## src/rtl/mc_control_unit.sv

```systemverilog
`default_nettype none
// +----------------------------------------------------------------------------+
// | Module      : mc_control_unit (with mc_control_pkg)                        |
// | Description : Multi-cycle MIPS-subset control unit. Sequences FETCH,       |
// |               DECODE, EXEC, MEM and WB, decodes datapath selects from the  |
// |               latched instruction and stops in HALT on a halt opcode, an   |
// |               illegal encoding or a memory-wait timeout.                   |
// | Revision    : 1.0 - initial release                                        |
// +----------------------------------------------------------------------------+

package mc_control_pkg;
  typedef enum logic [3:0] {
    ALU_SLL  = 4'd0,
    ALU_SRL  = 4'd1,
    ALU_ADD  = 4'd2,
    ALU_SUB  = 4'd3,
    ALU_AND  = 4'd4,
    ALU_OR   = 4'd5,
    ALU_XOR  = 4'd6,
    ALU_NOR  = 4'd7,
    ALU_SLT  = 4'd8,
    ALU_SLTU = 4'd9
  } aluop_t;
endpackage

module mc_control_unit
  import mc_control_pkg::*;
#(
  parameter int MEM_TIMEOUT = 16,
  parameter int CHECK_OF    = 1
) (
  input  logic        CLK,
  input  logic        nRST,
  input  logic [31:0] Instr,
  input  logic        ihit,
  input  logic        dhit,
  output logic [2:0]  jump_t,
  output logic [1:0]  RegDst_t,
  output logic [2:0]  ALUSrc_t,
  output aluop_t      ALUOP,
  output logic        RegWen,
  output logic        MemToReg,
  output logic        PcToReg,
  output logic        PCWen,
  output logic        iREN,
  output logic        dREN,
  output logic        dWEN,
  output logic        checkOF,
  output logic        halt,
  output logic        fault,
  output logic [2:0]  state
);

  typedef enum logic [2:0] {
    FETCH  = 3'd0,
    DECODE = 3'd1,
    EXEC   = 3'd2,
    MEM    = 3'd3,
    WB     = 3'd4,
    HALT   = 3'd5
  } state_t;

  // Counter only has to reach MEM_TIMEOUT-1; the timeout fires on that cycle.
  localparam int c_cntW   = (MEM_TIMEOUT > 1) ? $clog2(MEM_TIMEOUT) : 1;
  localparam int c_toLast = (MEM_TIMEOUT > 0) ? (MEM_TIMEOUT - 1) : 0;

  localparam logic [5:0] c_opRtype = 6'h00;
  localparam logic [5:0] c_opJ     = 6'h02;
  localparam logic [5:0] c_opJal   = 6'h03;
  localparam logic [5:0] c_opBeq   = 6'h04;
  localparam logic [5:0] c_opBne   = 6'h05;
  localparam logic [5:0] c_opAddi  = 6'h08;
  localparam logic [5:0] c_opAddiu = 6'h09;
  localparam logic [5:0] c_opSlti  = 6'h0A;
  localparam logic [5:0] c_opSltiu = 6'h0B;
  localparam logic [5:0] c_opAndi  = 6'h0C;
  localparam logic [5:0] c_opOri   = 6'h0D;
  localparam logic [5:0] c_opXori  = 6'h0E;
  localparam logic [5:0] c_opLui   = 6'h0F;
  localparam logic [5:0] c_opLw    = 6'h23;
  localparam logic [5:0] c_opSw    = 6'h2B;
  localparam logic [5:0] c_opHalt  = 6'h3F;

  localparam logic [5:0] c_fnSll  = 6'h00;
  localparam logic [5:0] c_fnSrl  = 6'h02;
  localparam logic [5:0] c_fnJr   = 6'h08;
  localparam logic [5:0] c_fnAdd  = 6'h20;
  localparam logic [5:0] c_fnAddu = 6'h21;
  localparam logic [5:0] c_fnSub  = 6'h22;
  localparam logic [5:0] c_fnSubu = 6'h23;
  localparam logic [5:0] c_fnAnd  = 6'h24;
  localparam logic [5:0] c_fnOr   = 6'h25;
  localparam logic [5:0] c_fnXor  = 6'h26;
  localparam logic [5:0] c_fnNor  = 6'h27;
  localparam logic [5:0] c_fnSlt  = 6'h2A;
  localparam logic [5:0] c_fnSltu = 6'h2B;

  state_t            r_state;
  state_t            w_nextState;
  logic [31:0]       r_ir;
  logic [c_cntW-1:0] r_waitCnt;
  logic [c_cntW-1:0] w_nextWaitCnt;
  logic              r_active;
  logic              r_fault;
  logic              w_loadIr;
  logic              w_setFault;
  logic              w_timeUp;

  logic [5:0]        w_opcode;
  logic [5:0]        w_funct;
  logic              w_legal;
  logic              w_isHalt;
  logic              w_isMem;
  logic              w_isLoad;
  logic              w_noWb;
  logic              w_ofCand;
  logic              w_unusedIrFields;

  assign w_opcode = r_ir[31:26];
  assign w_funct  = r_ir[5:0];
  // Register-number and shamt fields are consumed by the datapath, not here.
  assign w_unusedIrFields = ^r_ir[25:6];

  assign w_timeUp = (MEM_TIMEOUT > 0) && (r_waitCnt == c_cntW'(c_toLast));

  // Instruction decode: selects are a pure function of IR, so they stay put until the next fetch.
  always_comb begin
    jump_t   = 3'b000;
    RegDst_t = 2'b00;
    ALUSrc_t = 3'b000;
    ALUOP    = ALU_ADD;
    MemToReg = 1'b0;
    PcToReg  = 1'b0;
    w_ofCand = 1'b0;
    w_legal  = 1'b1;
    w_isHalt = 1'b0;
    w_isMem  = 1'b0;
    w_isLoad = 1'b0;
    w_noWb   = 1'b0;
    case (w_opcode)
      c_opRtype: begin
        case (w_funct)
          c_fnAdd:  begin ALUOP = ALU_ADD; w_ofCand = 1'b1; end
          c_fnAddu: ALUOP = ALU_ADD;
          c_fnSub:  begin ALUOP = ALU_SUB; w_ofCand = 1'b1; end
          c_fnSubu: ALUOP = ALU_SUB;
          c_fnAnd:  ALUOP = ALU_AND;
          c_fnOr:   ALUOP = ALU_OR;
          c_fnXor:  ALUOP = ALU_XOR;
          c_fnNor:  ALUOP = ALU_NOR;
          c_fnSlt:  ALUOP = ALU_SLT;
          c_fnSltu: ALUOP = ALU_SLTU;
          c_fnSll:  begin ALUOP = ALU_SLL; ALUSrc_t = 3'b100; end
          c_fnSrl:  begin ALUOP = ALU_SRL; ALUSrc_t = 3'b100; end
          c_fnJr:   begin jump_t = 3'b010; w_noWb = 1'b1; end
          default:  w_legal = 1'b0;
        endcase
      end
      c_opJ:     begin jump_t = 3'b001; w_noWb = 1'b1; end
      c_opJal:   begin jump_t = 3'b001; RegDst_t = 2'b10; PcToReg = 1'b1; end
      c_opBeq:   begin jump_t = 3'b011; ALUSrc_t = 3'b001; ALUOP = ALU_SUB; w_noWb = 1'b1; end
      c_opBne:   begin jump_t = 3'b100; ALUSrc_t = 3'b001; ALUOP = ALU_SUB; w_noWb = 1'b1; end
      c_opAddi:  begin RegDst_t = 2'b01; ALUSrc_t = 3'b001; ALUOP = ALU_ADD; w_ofCand = 1'b1; end
      c_opAddiu: begin RegDst_t = 2'b01; ALUSrc_t = 3'b001; ALUOP = ALU_ADD; end
      c_opSlti:  begin RegDst_t = 2'b01; ALUSrc_t = 3'b001; ALUOP = ALU_SLT; end
      c_opSltiu: begin RegDst_t = 2'b01; ALUSrc_t = 3'b001; ALUOP = ALU_SLTU; end
      c_opAndi:  begin RegDst_t = 2'b01; ALUSrc_t = 3'b010; ALUOP = ALU_AND; end
      c_opOri:   begin RegDst_t = 2'b01; ALUSrc_t = 3'b010; ALUOP = ALU_OR; end
      c_opXori:  begin RegDst_t = 2'b01; ALUSrc_t = 3'b010; ALUOP = ALU_XOR; end
      c_opLui:   begin RegDst_t = 2'b01; ALUSrc_t = 3'b011; ALUOP = ALU_OR; end
      c_opLw: begin
        RegDst_t = 2'b01;
        ALUSrc_t = 3'b001;
        ALUOP    = ALU_ADD;
        MemToReg = 1'b1;
        w_isMem  = 1'b1;
        w_isLoad = 1'b1;
      end
      c_opSw: begin
        ALUSrc_t = 3'b001;
        ALUOP    = ALU_ADD;
        w_isMem  = 1'b1;
      end
      c_opHalt:  w_isHalt = 1'b1;
      default:   w_legal = 1'b0;
    endcase
  end

  // Overflow checking can be compiled out entirely.
  generate
    if (CHECK_OF != 0) begin : g_checkOf
      assign checkOF = w_ofCand;
    end else begin : g_noCheckOf
      assign checkOF = 1'b0;
    end
  endgenerate

  // Next-state, wait-counter and enable generation.
  always_comb begin
    w_nextState   = r_state;
    w_nextWaitCnt = '0;
    w_loadIr      = 1'b0;
    w_setFault    = 1'b0;
    iREN          = 1'b0;
    dREN          = 1'b0;
    dWEN          = 1'b0;
    RegWen        = 1'b0;
    PCWen         = 1'b0;
    case (r_state)
      FETCH: begin
        // The first edge after reset release only arms the fetch.
        if (r_active) begin
          iREN = 1'b1;
          if (ihit) begin
            w_loadIr    = 1'b1;
            w_nextState = DECODE;
          end else if (w_timeUp) begin
            w_setFault  = 1'b1;
            w_nextState = HALT;
          end else begin
            w_nextWaitCnt = r_waitCnt + c_cntW'(1);
          end
        end
      end
      DECODE: begin
        if (w_isHalt) begin
          w_nextState = HALT;
        end else if (!w_legal) begin
          w_setFault  = 1'b1;
          w_nextState = HALT;
        end else begin
          w_nextState = EXEC;
        end
      end
      EXEC: begin
        if (w_isMem) begin
          w_nextState = MEM;
        end else if (w_noWb) begin
          PCWen       = 1'b1;
          w_nextState = FETCH;
        end else begin
          w_nextState = WB;
        end
      end
      MEM: begin
        dREN = w_isLoad;
        dWEN = !w_isLoad;
        if (dhit) begin
          if (w_isLoad) begin
            w_nextState = WB;
          end else begin
            PCWen       = 1'b1;
            w_nextState = FETCH;
          end
        end else if (w_timeUp) begin
          w_setFault  = 1'b1;
          w_nextState = HALT;
        end else begin
          w_nextWaitCnt = r_waitCnt + c_cntW'(1);
        end
      end
      WB: begin
        RegWen      = 1'b1;
        PCWen       = 1'b1;
        w_nextState = FETCH;
      end
      HALT: begin
        w_nextState = HALT;
      end
      default: begin
        w_nextState = FETCH;
      end
    endcase
  end

  // State, instruction and status registers; reset aborts any access in flight.
  always_ff @(posedge CLK or negedge nRST) begin
    if (!nRST) begin
      r_state   <= FETCH;
      r_ir      <= 32'd0;
      r_waitCnt <= '0;
      r_active  <= 1'b0;
      r_fault   <= 1'b0;
    end else begin
      r_state   <= w_nextState;
      r_waitCnt <= w_nextWaitCnt;
      r_active  <= 1'b1;
      if (w_loadIr) begin
        r_ir <= Instr;
      end
      if (w_setFault) begin
        r_fault <= 1'b1;
      end
    end
  end

  assign halt  = (r_state == HALT);
  assign fault = r_fault;
  assign state = r_state;

endmodule
`default_nettype wire

```

## config.mk

```make
export PLATFORM = sky130hd
export DESIGN_NAME = mc_control_unit
export DESIGN_NICKNAME = d
export VERILOG_FILES = /design/src/rtl/mc_control_unit.sv
export SDC_FILE = /design/constraint.sdc
export NUM_CORES = 1
export LEC_CHECK = 0
export ABC_AREA = 1
export ABC_CLOCK_PERIOD_IN_PS = 1500
export CORE_MARGIN = 8
export CORE_UTILIZATION = 38
export CTS_CLUSTER_DIAMETER = 30
export DETAILED_ROUTE_END_ITERATION = 8
export PLACE_DENSITY = 0.77
export SETUP_SLACK_MARGIN = 0.2
export SYNTH_ARGS = -nofsm -noshare
export SYNTH_HDL_FRONTEND = slang
export SYNTH_SLANG_ARGS = --single-unit
```

## constraint.sdc

```tcl
create_clock -name CLK -period 1.5 [get_ports CLK]
set_input_delay 0.15 -clock CLK [delete_from_list [all_inputs] [get_ports CLK]]
set_output_delay 0.15 -clock CLK [all_outputs]
set_load 0.005 [all_outputs]
```

==> results of run 1 <==
kinds of logic after synthesis:
kind of cell	Yosys count
AOI/OAI and AO/OA	25
muxes	3
xor gates and xnor gates	2
buffers and inverters	35
and+or+nand+nor	121
other	1
DFF	21
adders and majority gates	1
stage by stage:
step,area (um2),setup TNS (ns),setup WS [ns],hold slack (ns),util (%)
after floorplan,1490,0,0.0926,-0.146,-
after global placement,2480,-6.01,-0.424,0.462,68.3
after detailed placement,2480,-6.85,-0.464,0.469,68.3
after CTS,3130,-5.07,-0.363,0.234,86.1
repair_timing:
item | in CTS
pin swaps | 20
cloned | 1
endpoints found under the setup margin | 44
buffers inserted | 39
resized for setup | 198
==> impl_metrics.tcl, run 1 <==
set metrics [dict create \
    postCtsHoldBufs 0 \
    synth-simple-area-share_pct 38.5 \
    avgSynthCellArea_um2 6.87 \
    synthMostInstantiatedCell "nor2_1" \
    clockBufferDepth 2 \
    synth_xor_area_share_pct 1.22 \
    start_util_pct 39.5 \
    synth_top_family_by_area "simple AND/OR/NAND/NOR gates" \
    yosys.area_share.adder_pct 0.872 \
    muxShareOfSynthArea_pct 2.35 \
    hpwl_mm 3.80 \
    postGrtWorstEndpoint "ALUSrc_t[0]" \
    grt_max_degree 22 \
    yosysWarnings 0 \
    yosys.area.top_type "dfrtp_1" \
    rows 22 \
    die_w_um 77.5 \
    die_h_um 77.5 \
    worst_path_end_type "top-level output" \
    clockRootBuffer "clkbuf_8" \
    synth_top_area_share_pct 36.6 \
    synth-compound-area-share_pct 10.4 \
    gp_congestion 0.924 \
    synthArstFlopShare_pct 100 \
    syn_inst 209 \
    h-tree-depth 1 \
    firstError "[ERROR DPL-0033] detailed placement checks failed during check placement." \
    status "stopped before the end" \
    synth_common_cells "nor2_1 (39), nand2_1 (32), inv_1 (30), nand3_1 (25), dfrtp_1 (21)" \
    portBuffers 40 \
    synth_seq_area_share_pct 36.6 \
    synth_cell_type_count 31 \
    failing_step "5_1_grt" \
    synthFlopType "dfrtp_1" \
    cts-buffers-inserted 3 \
    ios 61 \
    netlist_top_cells_area "dfrtp_1 (37%), nor2_1 (10%), nand3_1 (8.7%)" \
    grt_antenna_before_repair 0 \
    synth_edf_count 0 \
    dp.cells 366 \
    syn_area_um2 1440 \
    synth.net_count 246 \
    numClockSinks 21 \
    synth-seq-cells 21 \
]
==> run 2, diff against run 1 <==
==> config.mk (replaced) <==
export PLATFORM = sky130hd
export DESIGN_NAME = mc_control_unit
export DESIGN_NICKNAME = d
export VERILOG_FILES = /design/src/rtl/mc_control_unit.sv
export SDC_FILE = /design/constraint.sdc
export NUM_CORES = 1
export LEC_CHECK = 0
export ABC_AREA = 1
export ABC_CLOCK_PERIOD_IN_PS = 2000
export CORE_AREA = 8 8 69 71
export DETAILED_ROUTE_END_ITERATION = 8
export DIE_AREA = 0 0 77 79
export PLACE_DENSITY_LB_ADDON = 0.15
export SYNTH_ARGS = -nofsm -noshare
export SYNTH_HDL_FRONTEND = slang
export SYNTH_SLANG_ARGS = --single-unit
==> constraint.sdc (replaced) <==
create_clock -name CLK -period 2 [get_ports CLK]
set_input_delay 0.2 -clock CLK [delete_from_list [all_inputs] [get_ports CLK]]
set_output_delay 0.2 -clock CLK [all_outputs]
set_load 0.005 [all_outputs]
==> impl_metrics.tcl, run 2 <==
set metrics [dict create \
    status "finished, final reports clean" \
    power_switching_mw 1.16 \
    grt_antenna_before_repair 0 \
    netlist_top_cells_area "dfrtp_1 (37%), nor2_1 (10%), nand3_1 (8.7%)" \
    clockBufferDepth 2 \
    timing.final.setup_violations 0 \
    seqPwrFrac_pct 27.9 \
    worst_slew_pin_slew_ns 0.513 \
    overflow 0 \
    gp_congestion 0.878 \
    combPwrFrac_pct 61.9 \
    wl_mm 4.03 \
    clock.fmax_mhz 517 \
    yosys.area.top_type "dfrtp_1" \
    clockRootBuffer "clkbuf_8" \
    vdd_drop_max_mv 0.531 \
    critPathMaxStageDelay_ns 0.41 \
    crit_buf_inv 3 \
    multi_input_area_um2 845 \
    p_int_mw 1.49 \
    synth-simple-area-share_pct 38.5 \
    grt_pass1_vias 1546 \
    critPathTopFamily "buffers and inverters" \
    grt_pass1_wl_mm 6.87 \
    finalHoldViolCount 0 \
    path_cells "nor2_4 > buf_6 > nand3_1 > nand2_1 > inv_1 > a21oi_1 > o311ai_1 > dlygate4sd2_1" \
    synthMostInstantiatedCell "nor2_1" \
    largest_register_ffs 12 \
    start_util_pct 37.8 \
    portBuffers 40 \
    ios 61 \
    regMostFlops "r_ir" \
    finalCritPeriodShare_pct 96.8 \
    skew_ns 0.00313 \
    synthFlopType "dfrtp_1" \
    drive_gt1_share_pct 23.6 \
    drt-vias-per-instance 4.88 \
    synth_cell_type_count 31 \
    placed_cell_area_um2 2010 \
    hpwl_mm 3.21 \
    clkSlewWorstSetupHoldPaths_ns 0.07 \
    numClockSinks 21 \
    hold_class "in -> async" \
    startpoint_type "register" \
    drtIter0Drc 113 \
    syn_area_um2 1440 \
    via_count 1611 \
    cp.arrival_ns 1.74 \
    synth_top_area_share_pct 36.6 \
    cp_max_fo 4 \
    cts_tree "built" \
    crit_path_end_kind "output pin" \
    muxShareOfSynthArea_pct 2.35 \
    fin_crit_ns 1.94 \
    die_h_um 79 \
    h-tree-depth 1 \
    maxCapViolCount 0 \
    worst_slack_ns 0.0641 \
    core-area_um2 3800 \
    synth_common_cells "nor2_1 (39), nand2_1 (32), inv_1 (30), nand3_1 (25), dfrtp_1 (21)" \
    diodes 0 \
    synth_xor_area_share_pct 1.22 \
    avgSynthCellArea_um2 6.87 \
    fillers 362 \
    wl_per_cell_um 12.2 \
    slew_viol_final 0 \
    rows 23 \
    synth.net_count 246 \
    p_clk_share_pct 10.2 \
    final_common_cell "nor2_1" \
    synth_seq_area_share_pct 36.6 \
    grt_max_degree 22 \
    critical-path-slowest-cell "dfrtp_1" \
    dp_slack_ns -0.0125 \
    slew_headroom_pct 65.7 \
    cts-buffers-inserted 3 \
    die_w_um 77 \
    synth_edf_count 0 \
    hold_slack_ns 0.277 \
    rsz0062_at_grt "true" \
    clkLatencyLatePin_ns 0.26 \
    cp.required_ns 1.80 \
    ant_nets 0 \
    yosysWarnings 0 \
    syn_inst 209 \
    nNetsFinal 318 \
    synth-compound-area-share_pct 10.4 \
    swShare_pct 43.8 \
    layout_common_cells "nor2_1 (34), nand2_1 (29), buf_4 (28), inv_1 (26), clkdlybuf4s50_1 (23)" \
    final_area_um2 2250 \
    synthArstFlopShare_pct 100 \
    power.leakage_nw 1.26 \
    grt_usage_pct 13.4 \
    synth-seq-cells 21 \
    synth_top_family_by_area "simple AND/OR/NAND/NOR gates" \
    first_pass_iters 4 \
    remaining_drc_errors 0 \
    die-area_um2 6080 \
    regArea_um2 526 \
    criticalPathCategory "reg -> out" \
    area_growth_pct 56.8 \
    postCtsHoldBufs 0 \
    reg2reg_slack_ns 0.29 \
    power_density_nw_per_um2 1180 \
    yosys.area_share.adder_pct 0.872 \
]
[run 2: cell counts after synthesis]
No cell type changed its count.
[run 2: stage by stage]
stage | total power [mW] | TNS [ns] | utilization (%) | std cells
CTS | 2.56 | 0 | 56.9 | 325
finish | 2.65 | 0 | 59.3 | 330
global route | 2.88 | -0.112 | 59.3 | 330
detailed placement | 2.12 | -0.0125 | 52.8 | 313
global placement | 2.10 | 0 | 52.8 | 313
floorplan | 1.51 | 0 | - | 209
[run 2: final timing paths]
check | to | cells past startpoint | startpoint
max | ALUOP[1] | 8 | r_ir[30]
min in group CLK | r_waitCnt[0] | 1 | r_waitCnt[0]
max reg2reg | r_ir[5] | 5 | state[1]
min reg2reg | r_waitCnt[0] | 1 | r_waitCnt[0]
min | state[0] | 2 | nRST
max in group asynchronous | r_ir[0] | 2 | nRST
[run 2: layout make-up]
cell class,count,area share [%]
Multi-Input combinational cell,153,37.5
Timing Repair Buffer,70,29.0
Sequential cell,21,23.3
Inverter,32,5.34
Tap cell,50,2.78
Clock buffer,3,1.83
Clock inverter,1,0.222
[run 2: power groups by stage]
stage / combinational (mW) / sequential [mW] / clock (mW)
floorplan: 0.794 / 0.716 / 0
global placement: 1.38 / 0.718 / 0
detailed placement: 1.40 / 0.722 / 0
CTS: 1.55 / 0.727 / 0.288
global route: 1.82 / 0.757 / 0.309
finish: 1.64 / 0.738 / 0.271
[run 2: timing repair]
| item | in CTS | in global routing |
|---|---|---|
| setup endpoints to repair | 13 | 12 |
| setup buffers | 8 | 5 |
| pin swaps | 4 | 3 |
| resized for setup | 24 | 18 |
[run 2: routing by layer]
metal | GRT usage (%) | up-vias | part of all wire (%)
met3 | 2.71 | 4 | 6.0
met5 | 0 | - | 0
li1 | - | 824 | -
met4 | 5.47 | 0 | 1.3
met2 | 21.0 | 43 | 45
met1 | 17.7 | 740 | 47
[run 2: logic make-up (layout without fill, tap and decap cells)]
kind of cell / after synthesis / in the layout
buffers and inverters: 35 / 106
DFF: 21 / 21
adders and majority gates: 1 / 1
muxes: 3 / 3
xor gates and xnor gates: 2 / 2
AOI/OAI and AO/OA: 25 / 25
other: 1 / 1
and+or+nand+nor: 121 / 121
Note: power is estimated with default switching activity, not from simulation.
==> run 3, diff against run 2 <==
--- a/config.mk
+++ b/config.mk
@@ -14,3 +14,4 @@
 export SYNTH_ARGS = -nofsm -noshare
 export SYNTH_HDL_FRONTEND = slang
 export SYNTH_SLANG_ARGS = --single-unit
+export TNS_END_PERCENT = 30
==> impl_metrics.tcl, run 3 (same netlist as run 2, synthesis figures left out) <==
set metrics [dict create \
    status "complete, but fails checks" \
    violations "negative setup slack" \
    first_pass_iters 4 \
    layout_common_cells "nor2_1 (31), nand2_1 (26), clkdlybuf4s50_1 (26), inv_1 (25), buf_4 (23)" \
    critPathTopFamily "buffers and inverters" \
    cp.required_ns 1.80 \
    portBuffers 40 \
    rows 23 \
    slew_viol_final 0 \
    clockRootBuffer "clkbuf_8" \
    critical-path-slowest-cell "clkdlybuf4s50_1" \
    remaining_drc_errors 0 \
    start_util_pct 37.8 \
    power_density_nw_per_um2 1180 \
    overflow 0 \
    diodes 0 \
    crit_path_end_kind "output pin" \
    h-tree-depth 1 \
    numClockSinks 21 \
    fin_crit_ns 2.04 \
    p_int_mw 1.46 \
    timing.final.setup_violations 2 \
    drtIter0Drc 86 \
    finalCritPeriodShare_pct 102 \
    combPwrFrac_pct 61.4 \
    postCtsHoldBufs 0 \
    via_count 1590 \
    cts-buffers-inserted 3 \
    maxCapViolCount 0 \
    nNetsFinal 313 \
    regArea_um2 527 \
    grt_pass1_vias 1476 \
    clkSlewWorstSetupHoldPaths_ns 0.07 \
    finalHoldViolCount 0 \
    cts_tree "built" \
    crit_buf_inv 3 \
    worst_slack_ns -0.0402 \
    worst_slew_pin_slew_ns 0.513 \
    wl_mm 4.06 \
    clockBufferDepth 2 \
    cp_max_fo 4 \
    die-area_um2 6080 \
    dp_slack_ns -0.0125 \
    drt-vias-per-instance 4.89 \
    clkLatencyLatePin_ns 0.26 \
    power_switching_mw 1.17 \
    p_clk_share_pct 10.2 \
    multi_input_area_um2 868 \
    wl_per_cell_um 12.5 \
    totalPowerFinal_mw 2.63 \
    grt_usage_pct 13.0 \
    cp.arrival_ns 1.84 \
    area_growth_pct 55.1 \
    grt_antenna_before_repair 0 \
    largest_register_ffs 12 \
    swShare_pct 44.6 \
    final_area_um2 2230 \
    seqPwrFrac_pct 28.4 \
    gp_congestion 0.878 \
    startpoint_type "register" \
    power.leakage_nw 1.21 \
    placed_cell_area_um2 2010 \
    path_cells "nor2_4 > buf_4 > nand3_2 > nand2_2 > inv_2 > nand3_1 > clkdlybuf4s50_1" \
    ant_nets 0 \
    core-area_um2 3800 \
    fillers 372 \
    vdd_drop_max_mv 0.531 \
    hpwl_mm 3.21 \
    hold_class "in -> async" \
    clock.fmax_mhz 490 \
    die_h_um 79 \
    grt_max_degree 22 \
    grt_pass1_wl_mm 6.62 \
    regMostFlops "r_ir" \
    setup_tns_ns -0.0529 \
    skew_ns 0.00450 \
    rsz0062_at_grt "true" \
    die_w_um 77 \
    criticalPathCategory "reg -> out" \
    critPathMaxStageDelay_ns 0.50 \
    slew_headroom_pct 65.7 \
    drive_gt1_share_pct 25.8 \
    final_common_cell "nor2_1" \
    ios 61 \
]
[run 3: changes by cell type in the layout (fill, tap and decap cells not counted), moves of 2 or more]
cell / change
buf_4: -5
clkdlybuf4s50_1: +3
dlygate4sd2_1: -3
nand2_1: -3
nand2_2: +3
nor2_1: -3
nor2_2: +2
[run 3: routing by layer]
metal	up-vias	wire [um]	GRT usage (%)
met1	722	1870	17.6
li1	816	-	-
met3	6	271	2.71
met4	0	68	5.47
met5	-	0	0
met2	46	1850	19.6
[run 3: final timing paths]
kind / start / end / slack [ns] / depth (start not counted)
max: r_ir[30] / ALUOP[0] / -0.04 / 7
min: nRST / state[0] / 0.28 / 2
max reg2reg: state[1] / r_ir[5] / 0.28 / 5
min reg2reg: r_waitCnt[0] / r_waitCnt[0] / 0.48 / 1
max in group asynchronous: nRST / r_ir[27] / 1.48 / 2
min in group CLK: r_waitCnt[0] / r_waitCnt[0] / 0.48 / 1
[run 3: power groups by stage]
| stage | logic [mW] | clock network (mW) | registers (mW) |
|---|---|---|---|
| 4_1_cts | 1.46 | 0.288 | 0.724 |
| 6_report | 1.62 | 0.269 | 0.746 |
| 5_1_grt | 1.80 | 0.309 | 0.764 |
| 3_5_place_dp | 1.40 | 0 | 0.722 |
| 2_1_floorplan | 0.794 | 0 | 0.716 |
| 3_3_place_gp | 1.38 | 0 | 0.718 |
[run 3: cell type report]
type	count	area share (%)
multi-input cells	153	39.0
repair buffers	65	27.0
flip-flops and latches	21	23.7
inverters	32	5.40
well taps	50	2.81
clock buffers	3	1.85
clock inverters	1	0.225
[run 3: stage by stage]
stage | hold WS, ns | std cells | utilization, %
final | 0.277 | 325 | 58.6
after global routing | 0.310 | 325 | 58.6
after CTS | 0.282 | 319 | 55.3
after detailed placement | 0.460 | 313 | 52.8
after global placement | 0.458 | 313 | 52.8
after floorplan | -0.0956 | 209 | -
[run 3: repair_timing]
action | in CTS | in global routing
endpoints found under the setup margin | 13 | 14
gates cloned | 0 | 0
buffers inserted | 2 | 6
pin swaps | 2 | 4
gates resized for setup | 19 | 33
==> run 4, diff against run 3 <==
--- a/config.mk
+++ b/config.mk
@@ -11,6 +11,7 @@
 export DETAILED_ROUTE_END_ITERATION = 8
 export DIE_AREA = 0 0 77 79
 export PLACE_DENSITY_LB_ADDON = 0.15
+export SETUP_SLACK_MARGIN = 0.15
 export SYNTH_ARGS = -nofsm -noshare
 export SYNTH_HDL_FRONTEND = slang
 export SYNTH_SLANG_ARGS = --single-unit
==> impl_metrics.tcl, run 4 (same netlist as run 2, synthesis figures left out) <==
set metrics [dict create \
    drtIter0Drc 90 \
    critPathTopFamily "buffers and inverters" \
    rows 23 \
    final_area_um2 2200 \
    grt_pass1_vias 1523 \
    post-route-util_pct 58.0 \
    remaining_drc_errors 0 \
    layout_common_cells "nor2_1 (33), nand2_1 (29), buf_4 (26), inv_1 (25)" \
    grt_usage_pct 13.4 \
    hold_slack_ns 0.280 \
    fin_crit_ns 1.89 \
    cts_tree "built" \
    cp_max_fo 3 \
    start_util_pct 37.8 \
    hold_class "in -> async" \
    regMostFlops "r_ir" \
    via_count 1612 \
    grt_antenna_before_repair 0 \
    status "finished, final reports clean" \
    path_cells "inv_2 > buf_4 > nor2_4 > nand3_2 > nand2_2 > inv_2 > buf_4 > nand3_1 > a211o_2 > buf_2" \
    grt_pass1_wl_mm 6.83 \
    clkLatencyLatePin_ns 0.26 \
    finalHoldViolCount 0 \
    die_w_um 77 \
    h-tree-depth 1 \
    power_density_nw_per_um2 1190 \
    overflow 0 \
    clkSlewWorstSetupHoldPaths_ns 0.07 \
    drive_gt1_share_pct 24.7 \
    portBuffers 40 \
    die-area_um2 6080 \
    maxCapViolCount 0 \
    final_cells 329 \
    cp.arrival_ns 1.69 \
    crit_path_end_kind "output pin" \
    slew_viol_final 0 \
    cp.required_ns 1.80 \
    dp_slack_ns -0.0125 \
    ios 61 \
    wl_per_cell_um 12.4 \
    criticalPathCategory "reg -> out" \
    worst_slew_pin_slew_ns 0.524 \
    crit_buf_inv 5 \
    largest_register_ffs 12 \
    worst_slack_ns 0.106 \
    numClockSinks 21 \
    power.leakage_nw 1.17 \
    first_pass_iters 4 \
    dp.cells 313 \
    clockRootBuffer "clkbuf_8" \
    cts-buffers-inserted 3 \
    startpoint_type "register" \
    critPathMaxStageDelay_ns 0.42 \
    timing.final.setup_violations 0 \
    slew_headroom_pct 65.0 \
    clockBufferDepth 2 \
    diodes 0 \
    final_common_cell "nor2_1" \
    fillers 381 \
    hpwl_mm 3.21 \
    critical-path-slowest-cell "dfrtp_1" \
    skew_ns 0.00239 \
    placed_cell_area_um2 2010 \
    ant_nets 0 \
    drt-vias-per-instance 4.90 \
    gp_congestion 0.878 \
    clock.fmax_mhz 528 \
    vdd_drop_max_mv 0.540 \
    wl_mm 4.09 \
    grt_max_degree 22 \
    rsz0062_at_grt "true" \
    die_h_um 79 \
    setup_tns_ns 0 \
    totalPowerFinal_mw 2.62 \
    postCtsHoldBufs 0 \
    finalCritPeriodShare_pct 94.7 \
    area_growth_pct 53.6 \
    nNetsFinal 317 \
    core-area_um2 3800 \
]
## run 4: cell types whose count changed in the layout (fill, tap and decap cells not counted), moves of 2 or more
| cell | previous run | this run |
|---|---|---|
| nand2_1 | 26 | 29 |
| dlymetal6s2s_1 | 7 | 2 |
| buf_4 | 23 | 26 |
| nor2_1 | 31 | 33 |
| buf_2 | 0 | 3 |
| clkdlybuf4s50_1 | 26 | 22 |
| nand2_2 | 6 | 3 |
| nor2_2 | 7 | 5 |
| dlygate4sd2_1 | 5 | 13 |
## run 4: path summary, 6_finish.rpt
path | start | to | slack [ns] | cells past startpoint
worst max-delay path | r_ir[28] | ALUSrc_t[0] | 0.11 | 10
worst min-delay path | nRST | state[0] | 0.28 | 2
worst max register to register | state[2] | r_ir[5] | 0.31 | 5
worst min register to register | r_waitCnt[0] | r_waitCnt[0] | 0.48 | 1
max in group asynchronous | nRST | r_ir[2] | 1.50 | 2
min in group CLK | r_waitCnt[0] | r_waitCnt[0] | 0.48 | 1
## run 4: per-layer routing
metal	vias up	part of all wire (%)	wire length (um)	track usage, %
met2	50	45	1850	20.6
met4	0	1.8	73	6.23
met1	730	47	1920	17.9
met3	6	6.0	247	2.60
li1	826	-	-	-
met5	-	0	0	0
## run 4: area by class of cell
cell class,count,area (um2),share of cell area (%)
inverters,32,120,5.45
flip-flops and latches,21,526,23.8
well taps,50,62.6,2.84
clock buffers,3,41.3,1.87
multi-input cells,153,847,38.4
clock inverters,1,5.00,0.227
repair buffers,69,603,27.4
## run 4: what timing repair did
item,in CTS,in global routing
pin swaps,6,6
gates resized for setup,48,8
endpoints found under the setup margin,18,17
buffers inserted,6,6
## run 4: report_power, final
group          internal, mW  total [mW]  switching, mW
clock                 0.139       0.270          0.131
combinational         0.743        1.61          0.863
sequential            0.577       0.744          0.167
total                  1.46        2.62           1.16
